==> src/rtl/uproc_sequencer_if.sv <==
// -----------------------------------------------------------------------------
// uproc_sequencer_if
// Bundle between the multi-cycle control sequencer and the 8-bit datapath.
//
// Signals
//   run        datapath/host -> sequencer  level, 1 = sequencer may leave FETCH
//   instr_in   datapath -> sequencer       instruction word at current PC
//   ir_out     sequencer -> datapath       latched instruction register
//   c_ALU      sequencer -> datapath       ALU operation select
//   c_Inm      sequencer -> datapath       1 = ALU B from immediate
//   c_extend   sequencer -> datapath       1 = sign-extend 4-bit immediate
//   reg_we     sequencer -> datapath       register-file write enable
//   pc_en      sequencer -> datapath       PC increment (one-cycle pulse)
//   halted     sequencer -> observer       high while halted
//   illegal    sequencer -> observer       pulse on undefined opcode
//   retired    sequencer -> observer       completed-instruction count
//   state_out  sequencer -> observer       FSM state, debug
//
// Modports: master = sequencer side, slave = datapath/observer side.
// -----------------------------------------------------------------------------
interface uproc_sequencer_if #(
    parameter int CNT_W = 16
);
    logic             run;
    logic [15:0]      instr_in;
    logic [15:0]      ir_out;
    logic [1:0]       c_ALU;
    logic             c_Inm;
    logic             c_extend;
    logic             reg_we;
    logic             pc_en;
    logic             halted;
    logic             illegal;
    logic [CNT_W-1:0] retired;
    logic [2:0]       state_out;

    modport master (
        input  run, instr_in,
        output ir_out, c_ALU, c_Inm, c_extend, reg_we, pc_en,
               halted, illegal, retired, state_out
    );

    modport slave (
        output run, instr_in,
        input  ir_out, c_ALU, c_Inm, c_extend, reg_we, pc_en,
               halted, illegal, retired, state_out
    );
endinterface

==> src/rtl/uproc_sequencer.sv <==
// -----------------------------------------------------------------------------
// uproc_sequencer
// Multi-cycle FETCH/DECODE/EXECUTE/WRITEBACK control FSM for the 8-bit
// immediate-capable datapath. Latches each instruction, decodes the opcode
// (instr[15:12]) and sequences ALU/immediate controls, register write and PC
// advance. Adds a HALT state (left only by reset) and a retired counter.
//
// Ports
//   clk    system clock, rising edge
//   reset  synchronous active-high reset, priority over everything
//   step   (only with SEQ_SINGLE_STEP_EN) single-step pulse input
//   bus    uproc_sequencer_if.master, see interface header
//
// Optional feature macro: SEQ_SINGLE_STEP_EN
//   Defined  : FETCH is left only on run=1 plus a rising edge of step.
//   Undefined: FETCH is left whenever run=1.
//
// All outputs are registered. Output registers are loaded on the same edge
// that enters the state they belong to, so e.g. illegal is high during the
// DECODE cycle and reg_we/pc_en are high during the WRITEBACK cycle.
// -----------------------------------------------------------------------------
module uproc_sequencer #(
    parameter int CNT_W = 16,
    parameter int OP_W  = 4
) (
    input  logic              clk,
    input  logic              reset,
`ifdef SEQ_SINGLE_STEP_EN
    input  logic              step,
`endif
    uproc_sequencer_if.master bus
);

    typedef enum logic [2:0] {
        S_FETCH     = 3'd0,
        S_DECODE    = 3'd1,
        S_EXECUTE   = 3'd2,
        S_WRITEBACK = 3'd3,
        S_HALT      = 3'd4
    } state_t;

    localparam logic [OP_W-1:0] OP_NOP  = OP_W'(12);
    localparam logic [OP_W-1:0] OP_ILL0 = OP_W'(13);
    localparam logic [OP_W-1:0] OP_ILL1 = OP_W'(14);
    localparam logic [OP_W-1:0] OP_HALT = OP_W'(15);
    localparam logic [OP_W-1:0] OP_LAST_WRITE = OP_W'(11);

    state_t           state_q, state_d;
    logic [15:0]      ir_q, ir_d;
    logic [1:0]       alu_q, alu_d;
    logic             inm_q, inm_d;
    logic             ext_q, ext_d;
    logic             we_q, we_d;
    logic             pc_en_q, pc_en_d;
    logic             halted_q, halted_d;
    logic             illegal_q, illegal_d;
    logic [CNT_W-1:0] retired_q, retired_d;

    logic [OP_W-1:0]  op_in;   // opcode of the word being fetched
    logic [OP_W-1:0]  op_ir;   // opcode of the latched instruction
    logic             go;      // permission to leave FETCH this cycle

    assign op_in = bus.instr_in[15 -: OP_W];
    assign op_ir = ir_q[15 -: OP_W];

`ifdef SEQ_SINGLE_STEP_EN
    logic step_q;

    // Edge detector runs in every state; only FETCH looks at the result,
    // which is how pulses arriving mid-instruction get dropped.
    always_ff @(posedge clk) begin
        if (reset) begin
            step_q <= 1'b0;
        end else begin
            step_q <= step;
        end
    end

    assign go = bus.run & step & ~step_q;
`else
    assign go = bus.run;
`endif

    always_comb begin
        state_d   = state_q;
        ir_d      = ir_q;
        alu_d     = alu_q;
        inm_d     = inm_q;
        ext_d     = ext_q;
        we_d      = 1'b0;
        pc_en_d   = 1'b0;
        halted_d  = halted_q;
        illegal_d = 1'b0;
        retired_d = retired_q;

        case (state_q)
            S_FETCH: begin
                if (go) begin
                    ir_d    = bus.instr_in;
                    state_d = S_DECODE;
                    // Controls are decoded from the incoming word so they are
                    // already valid while the FSM sits in DECODE.
                    if (op_in <= OP_LAST_WRITE) begin
                        alu_d = op_in[1:0];
                        inm_d = op_in[3] | op_in[2];
                        ext_d = op_in[3];
                    end else if (op_in == OP_NOP) begin
                        alu_d = 2'd0;
                        inm_d = 1'b0;
                        ext_d = 1'b0;
                    end else if (op_in == OP_ILL0 || op_in == OP_ILL1) begin
                        alu_d     = 2'd0;
                        inm_d     = 1'b0;
                        ext_d     = 1'b0;
                        illegal_d = 1'b1;
                    end
                    // HALT keeps whatever controls were last driven.
                end
            end
            S_DECODE: begin
                if (op_ir == OP_HALT) begin
                    state_d  = S_HALT;
                    halted_d = 1'b1;
                end else begin
                    state_d = S_EXECUTE;
                end
            end
            S_EXECUTE: begin
                state_d   = S_WRITEBACK;
                we_d      = (op_ir <= OP_LAST_WRITE);
                pc_en_d   = 1'b1;
                retired_d = retired_q + CNT_W'(1);
            end
            S_WRITEBACK: begin
                state_d = S_FETCH;
            end
            S_HALT: begin
                state_d  = S_HALT;
                halted_d = 1'b1;
            end
            default: begin
                state_d = S_FETCH;
            end
        endcase
    end

    always_ff @(posedge clk) begin
        if (reset) begin
            state_q   <= S_FETCH;
            ir_q      <= 16'd0;
            alu_q     <= 2'd0;
            inm_q     <= 1'b0;
            ext_q     <= 1'b0;
            we_q      <= 1'b0;
            pc_en_q   <= 1'b0;
            halted_q  <= 1'b0;
            illegal_q <= 1'b0;
            retired_q <= '0;
        end else begin
            state_q   <= state_d;
            ir_q      <= ir_d;
            alu_q     <= alu_d;
            inm_q     <= inm_d;
            ext_q     <= ext_d;
            we_q      <= we_d;
            pc_en_q   <= pc_en_d;
            halted_q  <= halted_d;
            illegal_q <= illegal_d;
            retired_q <= retired_d;
        end
    end

    assign bus.ir_out    = ir_q;
    assign bus.c_ALU     = alu_q;
    assign bus.c_Inm     = inm_q;
    assign bus.c_extend  = ext_q;
    assign bus.reg_we    = we_q;
    assign bus.pc_en     = pc_en_q;
    assign bus.halted    = halted_q;
    assign bus.illegal   = illegal_q;
    assign bus.retired   = retired_q;
    assign bus.state_out = state_q;

endmodule

==> src/flat_wrapper.sv <==
// flat-port wrapper written by rule: the top's interface ports become plain ports
module uproc_sequencer_flat 
#(
    parameter int CNT_W = 16,
    parameter int OP_W  = 4
)
  (clk, reset, bus_run, bus_instr_in, bus_ir_out, bus_c_ALU, bus_c_Inm, bus_c_extend, bus_reg_we, bus_pc_en, bus_halted, bus_illegal, bus_retired, bus_state_out);
  uproc_sequencer_if #(.CNT_W(CNT_W)) bus_i ();
  input  logic clk;
  input  logic reset;
  input wire logic [$bits(bus_i.run)-1:0] bus_run;
  input wire logic [$bits(bus_i.instr_in)-1:0] bus_instr_in;
  output wire logic [$bits(bus_i.ir_out)-1:0] bus_ir_out;
  output wire logic [$bits(bus_i.c_ALU)-1:0] bus_c_ALU;
  output wire logic [$bits(bus_i.c_Inm)-1:0] bus_c_Inm;
  output wire logic [$bits(bus_i.c_extend)-1:0] bus_c_extend;
  output wire logic [$bits(bus_i.reg_we)-1:0] bus_reg_we;
  output wire logic [$bits(bus_i.pc_en)-1:0] bus_pc_en;
  output wire logic [$bits(bus_i.halted)-1:0] bus_halted;
  output wire logic [$bits(bus_i.illegal)-1:0] bus_illegal;
  output wire logic [$bits(bus_i.retired)-1:0] bus_retired;
  output wire logic [$bits(bus_i.state_out)-1:0] bus_state_out;
  assign bus_i.run = bus_run;
  assign bus_i.instr_in = bus_instr_in;
  assign bus_ir_out = bus_i.ir_out;
  assign bus_c_ALU = bus_i.c_ALU;
  assign bus_c_Inm = bus_i.c_Inm;
  assign bus_c_extend = bus_i.c_extend;
  assign bus_reg_we = bus_i.reg_we;
  assign bus_pc_en = bus_i.pc_en;
  assign bus_halted = bus_i.halted;
  assign bus_illegal = bus_i.illegal;
  assign bus_retired = bus_i.retired;
  assign bus_state_out = bus_i.state_out;
  uproc_sequencer #(.CNT_W(CNT_W), .OP_W(OP_W)) u_core (.clk(clk), .reset(reset), .bus(bus_i));
endmodule
==> config.mk <==
export PLATFORM = sky130hd
export DESIGN_NAME = uproc_sequencer_flat
export DESIGN_NICKNAME = d
export VERILOG_FILES = /design/src/rtl/uproc_sequencer_if.sv /design/src/rtl/uproc_sequencer.sv /design/src/flat_wrapper.sv
export SDC_FILE = /design/constraint.sdc
export NUM_CORES = 1
export LEC_CHECK = 0
export BUFFER_PORTS_ARGS = -buffer_cell sky130_fd_sc_hd__clkbuf_2
export CORE_MARGIN = 2
export CORE_UTILIZATION = 52
export CTS_CLUSTER_DIAMETER = 40
export DETAILED_ROUTE_END_ITERATION = 16
export PLACE_DENSITY = 0.83
export SYNTH_ARGS = -nofsm -noshare
export SYNTH_HDL_FRONTEND = slang
export SYNTH_SLANG_ARGS = --single-unit
==> constraint.sdc <==
create_clock -name clk -period 4.71 [get_ports clk]
set_clock_uncertainty 0.05 [all_clocks]
set_input_delay 0.942 -clock clk [delete_from_list [all_inputs] [get_ports clk]]
set_output_delay 0.942 -clock clk [all_outputs]
set_load 0.01 [all_outputs]
**Word-level counts from Yosys, hierarchy flattened**

Index checks and enable logic that the tools add are counted.

- $add $sub $neg: 1
- $mul: 0
- Div/mod/pow operators: 0
- Magnitude comparators: 2
- Equality and inequality tests: 9
- Shift operators: 0
- Mux-type cells: 14
- Bitwise gates (word level): 4
- Reduce and logical (&&, ||, !) cells: 9

Operator list:

| operator | number |
|---|---|
| 16-bit by 1-bit adder with 16-bit output, second input constant | 1 |
| 4-bit == test, second input constant | 4 |
| 3-bit case mux with 4 select lines | 1 |
| 4-bit less-or-equal comparator, second input constant | 2 |
| 1-bit two-way mux | 7 |
| 2-bit two-way mux | 3 |
| 3-bit two-way mux | 2 |
| 5-bit OR reduction | 1 |
| 2-bit AND reduction | 2 |
| 3-bit by 1-bit == test with 1-bit output, second input constant | 1 |
| 3-bit by 2-bit == test with 1-bit output, second input constant | 1 |
| 3-bit == test, second input constant | 1 |
| 3-bit logical NOT | 1 |
| 1-bit NOT | 3 |
| 3-bit AND reduction | 1 |
| 3-bit nonzero test | 1 |
| 2-bit by 1-bit != test with 1-bit output, second input constant | 1 |
| 2-bit != test, second input constant | 1 |
| 1-bit case mux with 2 select lines | 1 |
| 2-bit nonzero test | 1 |
| 2-bit OR reduction | 1 |
| 1-bit logical OR | 1 |
| 1-bit OR | 1 |

- Bits in registers: 43
- Bits in latches: 0
- Bits in writable memories: 0
- ROM bits: 0
- Input port bits: 19
- Output and inout bits: 43
- Memories: 0

**Longest topological paths before layout**

Gate-level depths: netlist of run 1.

- Word-level depth: 5
- Gate-level depth with buffers: 7

**Worst setup path after synthesis of run 1**

Ideal clock, no wire load.

- Path kind: input -> register
- Start: input bus_run
- End: register u_core.ext_q, in the netlist u_core.bus.c_extend
- Library setup time: 0.128 ns
- Arrival: 2.061 ns
- Data required time: 4.532 ns
- Setup slack: 2.471 ns
- Stages on the path: 4
- Path buffers: 0
- Path through: or4b_2 -> a31oi_1 -> mux2i_1 -> nor2_1

- Cells in the longest elaborated chain, start to end: 1

RTL lines:

| item | line | text |
|---|---|---|
| start: declaration | flat_wrapper.sv:11 | `input wire logic [$bits(bus_i.run)-1:0] bus_run;` |
| 3-bit AND reduction (no source line) | -- |  |
| end signal: assignment | uproc_sequencer.sv:164 | `ext_q <= ext_d;` |
| end: declaration | uproc_sequencer.sv:52 | `logic ext_q, ext_d;` |

Every way passes these cells.
A chain may end at the register's enable or synchronous reset.

**Final worst setup path of run 1**

Same ends and word-level chain as after synthesis.

==> results of run 1 <==
-- critical path, delay by kind of cell --
family / cells / cell delay [ps]
mux: 1 / 220
compound gates: 1 / 360
buf+inv: 1 / 90
simple gates: 2 / 890
-- cell usage in the layout (no fill, tap or decap), types with 3 or more instances in the layout --
cell type	synthesis	layout
clkbuf_2	0	61
dfxtp_1	43	43
nand2_1	40	40
a21oi_1	24	24
nor2_1	16	16
xor2_1	6	6
nand4_1	5	5
nand3_1	5	5
clkbuf_4	0	5
o21ai_0	4	4
xnor2_1	4	4
o31ai_1	4	4
or4_1	4	4
inv_1	3	3
a211oi_1	3	3
ha_1	3	3
-- layer usage --
metal,vias up,track usage
li1,804,-
met1,705,0.235
met2,43,0.323
met3,7,0.0441
met4,0,0.100
met5,-,0
-- per-stage QoR --
stage | worst slack (ps) | instances | area (sq um) | hold WS [ps] | total power [mW]
floorplan | 2470 | 199 | 1730 | 420 | 0.445
global placement | 2030 | 293 | 2040 | 391 | 0.475
detailed placement | 2010 | 293 | 2040 | 396 | 0.477
CTS | 2370 | 301 | 2090 | 412 | 0.640
global route | 2290 | 301 | 2090 | 435 | 0.671
finish | 2370 | 301 | 2090 | 410 | 0.638
-- power breakdown --
| group | internal (mW) | total, mW | switching (mW) |
|---|---|---|---|
| combinational | 0.0324 | 0.0777 | 0.0453 |
| sequential | 0.379 | 0.390 | 0.0116 |
| clock | 0.0583 | 0.170 | 0.111 |
-- synth_stat cells --
master and count:
nor3_1 1, nor2b_1 1, inv_1 3, a22oi_1 2, buf_6 2, nor3b_1 2
nor3b_2 1, buf_2 2, nand3b_1 1, or2_1 1, a31oi_1 1, and4_1 2
nor4b_1 2, a21oi_1 24, mux2i_1 1, nand2_1 40, a211oi_1 3, or4b_2 1
and3_1 1, o31ai_1 4, nand2b_1 1, or3b_1 1, xor2_1 6, o21ai_0 4
ha_1 3, or3_1 2, or4_1 4, nand3_1 5, xnor2_1 4, nor2_1 16
nor4_1 1, clkbuf_1 8, o21bai_1 1, dfxtp_1 43, nand4_1 5
-- state kept, by name, indices dropped and copies added (netlist names), 2 cells and up --
register	cells
u_core.bus.c_ALU	2
u_core.bus.ir_out	16
u_core.bus.retired	16
u_core.bus.state_out	3
-- cells by family after synthesis --
kind of cell | count (synthesis) | synth area share
compound gates | 39 | 0.128
xor+xnor | 10 | 0.0508
fa+ha+maj | 3 | 0.0218
buf+inv | 15 | 0.0428
flops | 43 | 0.499
mux | 1 | 0.00580
simple gates | 88 | 0.252
-- layout make-up --
class | instances | area share
sequential | 43 | 0.412
clock buffer | 7 | 0.0216
timing repair buffer | 62 | 0.150
inverter | 3 | 0.00540
multi-input combinational | 141 | 0.382
clock inverter | 1 | 0.00240
tap | 44 | 0.0264
-- how the worst max path moves through the flow --
stage	from	endpoint	slack, ps	depth (start not counted)
floorplan	bus_run	u_core.bus.c_extend	2470	4
global placement	bus_run	u_core.bus.c_extend	2030	5
detailed placement	bus_run	u_core.bus.c_extend	2010	5
CTS	bus_run	u_core.bus.c_extend	2370	5
global route	bus_run	u_core.bus.c_extend	2290	5
finish	bus_run	u_core.bus.c_extend	2370	5
==> impl_metrics.tcl, run 1 <==
set metrics [dict create \
    r2r_start "u_core.bus.state_out[0]" \
    fin_tns_setup_ps 0 \
    drt_iter0_markers 80 \
    cts.sink_count 43 \
    grt_start_max_net_pins 44 \
    antenna_found_initial 0 \
    leakagePower_nw 0.882 \
    setup_violations 0 \
    path_cells "clkbuf_2 -> or4b_2 -> a31oi_1 -> mux2i_1 -> nor2_1" \
    fin_crit_ps 2340 \
    worstSetupPathType "in -> reg" \
    grtUsageTotal 0.195 \
    rr_endpoint "u_core.bus.c_extend" \
    firstDrtPassIters 5 \
    hold_depth 2 \
    synth-seq-cells 43 \
    drt-met1-wl_um 1630 \
    period_share 0.497 \
    yosys.area.top_type_share 0.499 \
    ant_nets 0 \
    rsz0062_at_grt "false" \
    port_buffers 61 \
    synth_area_leaders "dfxtp_1, nand2_1, a21oi_1" \
    cts_resized 0 \
    die_height_um 61.6 \
    slew_viol_final 0 \
    drt-total-wl_um 3560 \
    hp-class "reg -> reg" \
    drc 0 \
    yosys.area.top_type "dfxtp_1" \
    dr_wl_met3_um 147 \
    diodes 0 \
    start_util 0.556 \
    cts_hold_buf 0 \
    clk_latency_ps 350 \
    overflow 0 \
    yosysUniqueCellTypes 35 \
    wire_per_inst_um 11.8 \
    clkTransAtPathRegs_ps 110 \
    areaGrowthSynthToFinish_pct 21.0 \
    cp-start-kind "input port" \
    top_layer "met4" \
    relSlewSlack 0.434 \
    hold_viol_final 0 \
    fmax_mhz 427 \
    cp_max_fo 22 \
    multi_input_area_sq_um 797 \
    cp.required_ps 4880 \
    cts-buffers-inserted 5 \
    routed-wl-met2_um 1710 \
    r2r_slack_ps 2530 \
    crit_arrival_ps 2510 \
    vias 1559 \
    yosysWarnings 0 \
    drv_cap 0 \
    cts_root_buffer "clkbuf_4" \
    r2r_cells 4 \
    power.density_nw_per_um2 306 \
    grt_pass1_vias 1309 \
    fin_util 0.673 \
    via_per_inst 5.18 \
    synth_cells 199 \
    avgSynthCellArea_sq_um 8.67 \
    status "finished, final reports clean" \
    crit_path_end_kind "register" \
    dp_hpwl_um 2520 \
    ios 62 \
    synth_nets 221 \
    htree_levels 2 \
    cpMaxStageDelayCell "or4b_2" \
    peakVddDrop_mv 0.213 \
    cts_buffer_depth 2 \
    hold_start "u_core.bus.ir_out[8]" \
    n_fill_cell 294 \
    seq_area_sq_um 861 \
    grt_pass1_wl_um 5420 \
    rows 20 \
    cts_tree "built" \
    gp_congestion 0.794 \
    synth-seq-area-share 0.499 \
    hold_end "u_core.bus.ir_out[8]" \
    die_x_um 61.6 \
    dieArea_sq_um 3790 \
    slowest_delay_ps 840 \
    synth_area_sq_um 1730 \
    core_sq_um 3100 \
    worst_pin_slew_ps 848 \
    drive_above_1_share 0.276 \
    cts_setup_buffers 0 \
    fin_nets 278 \
]
No activity file was read; power rests on OpenSTA's default activity.
==> run 2: changes to the inputs <==
- CORE_UTILIZATION: 52 -> 44
- PLACE_DENSITY: 0.83 -> 0.75
- clock period: 4.71 -> 2.09 ns (I/O delays scaled with it)
==> run 2 against run 1 <==
  * Die area increased by 17%
  * Sequential cell count unchanged
  * Total power increased by 150%
  * Critical path type is now reg -> reg
  * Largest power group unchanged
  * Cell count increased by 4.7%
  * Via count increased by 2.1%
==> impl_metrics.tcl, run 2 (synthesis results as in run 1) <==
set metrics [dict create \
    status "finished, final reports clean" \
    grtUsageTotal 0.182 \
    dp_hpwl_um 2660 \
    drc 0 \
    hold_viol_final 0 \
    worst_pin_slew_ps 523 \
    cts_tree "built" \
    grt_pass1_wl_um 6330 \
    cts_setup_buffers 0 \
    cp-start-kind "register" \
    grt_start_max_net_pins 28 \
    peakVddDrop_mv 0.399 \
    drt_iter0_markers 66 \
    cts_hold_buf 0 \
    holdWs_ps 295 \
    rows 22 \
    worstSetupPathType "reg -> reg" \
    hold_end "u_core.bus.ir_out[6]" \
    firstDrtPassIters 4 \
    cts.sink_count 43 \
    power.density_nw_per_um2 711 \
    crit_path_end_kind "register" \
    ant_nets 0 \
    final_common_cell "clkbuf_2" \
    rr_endpoint "u_core.bus.retired[14]" \
    crit_arrival_ps 2090 \
    diodes 0 \
    port_buffers 61 \
    hold_depth 3 \
    antenna_found_initial 0 \
    cts_root_buffer "clkbuf_8" \
    grt_pass1_vias 1482 \
    r2r_cells 4 \
    cp.required_ps 2250 \
    via_per_inst 5.05 \
    r2r_start "u_core.bus.state_out[1]" \
    overflow 0 \
    ios 62 \
    fin_nets 288 \
    fin_area_sq_um 2200 \
    path_cells "or3b_1 -> or2_1 -> or4_1 -> a21oi_1" \
    vias 1591 \
    areaGrowthSynthToFinish_pct 27.4 \
    slowest_delay_ps 520 \
    hp-class "in -> reg" \
    drt-total-wl_um 3620 \
    fin_tns_setup_ps 0 \
    clk_latency_ps 280 \
    wire_per_inst_um 11.5 \
    htree_levels 2 \
    leakagePower_nw 0.945 \
    r2r_slack_ps 160 \
    cts_resized 0 \
    start_util 0.464 \
    place_area_sq_um 2120 \
    rsz0062_at_grt "false" \
    relSlewSlack 0.651 \
    fmax_mhz 519 \
    hold_start "bus_instr_in[6]" \
    drive_above_1_share 0.303 \
    dieArea_sq_um 4440 \
    clkTransAtPathRegs_ps 80 \
    cts-buffers-inserted 5 \
    layout_common_cells "clkbuf_2, dfxtp_1, nand2_1" \
    worst-path-buf-inv 0 \
    n_fill_cell 369 \
    fin_crit_ps 1930 \
    die_height_um 66.6 \
    finalPower_mw 1.56 \
    slew_viol_final 0 \
    die_x_um 66.6 \
    period_share 0.922 \
    setup_violations 0 \
    cpMaxStageDelayCell "or4_1" \
    cts_buffer_depth 2 \
    worst_path_dominant_cell_family "simple AND/OR/NAND/NOR gates" \
    startpoint "u_core.bus.state_out[1]" \
    core_sq_um 3720 \
    gp_congestion 0.791 \
    cp_max_fo 8 \
    drv_cap 0 \
]
-- run 2: cell types whose count changed in the layout (fill, tap and decap cells not counted) --
cell / previous run / this run
buf_4: 1 / 11
clkbuf_4: 5 / 0
clkbuf_8: 0 / 5
-- run 2: area by class of cell --
type | count | area (sq um) | area share
clock inverters | 1 | 5.00 | 0.00228
flip-flops and latches | 43 | 861 | 0.392
repair buffers | 72 | 388 | 0.176
inverters | 3 | 11.3 | 0.00512
well taps | 48 | 60.1 | 0.0273
multi-input cells | 141 | 797 | 0.363
clock buffers | 7 | 76.3 | 0.0347
-- run 2: worst min-delay path, cell delays in order --
cell and delay, ps:
clkbuf_2 80, nand2_1 40, a21oi_1 50
-- run 2: layer usage --
metal | vias up | track usage | part of all wire
li1 | 815 | - | -
met4 | 0 | 0.0612 | 0.012
met3 | 5 | 0.0389 | 0.045
met5 | - | 0 | 0
met2 | 34 | 0.295 | 0.46
met1 | 737 | 0.238 | 0.49
-- run 2: how the worst max path moves through the flow --
stage | endpoint | slack (ps) | cells past startpoint
after global routing | u_core.bus.retired[14] | 50 | 4
after detailed placement | u_core.bus.retired[14] | 200 | 4
after CTS | u_core.bus.retired[14] | 180 | 4
final | u_core.bus.retired[14] | 160 | 4
after floorplan | u_core.bus.retired[14] | 40 | 7
after global placement | u_core.bus.retired[14] | 240 | 4
-- run 2: power breakdown --
| part | internal, mW | switching, mW | leakage, nW |
|---|---|---|---|
| sequential | 0.853 | 0.0249 | 0.350 |
| clock | 0.235 | 0.259 | 0.0422 |
| combinational | 0.0869 | 0.106 | 0.553 |
-- run 2: metrics by stage --
step / instances / setup slack (ps) / util
after floorplan: 199 / 42.4 / -
after global placement: 307 / 237 / 0.570
after detailed placement: 307 / 195 / 0.570
after CTS: 315 / 176 / 0.592
after global routing: 315 / 46.5 / 0.592
final: 315 / 163 / 0.592
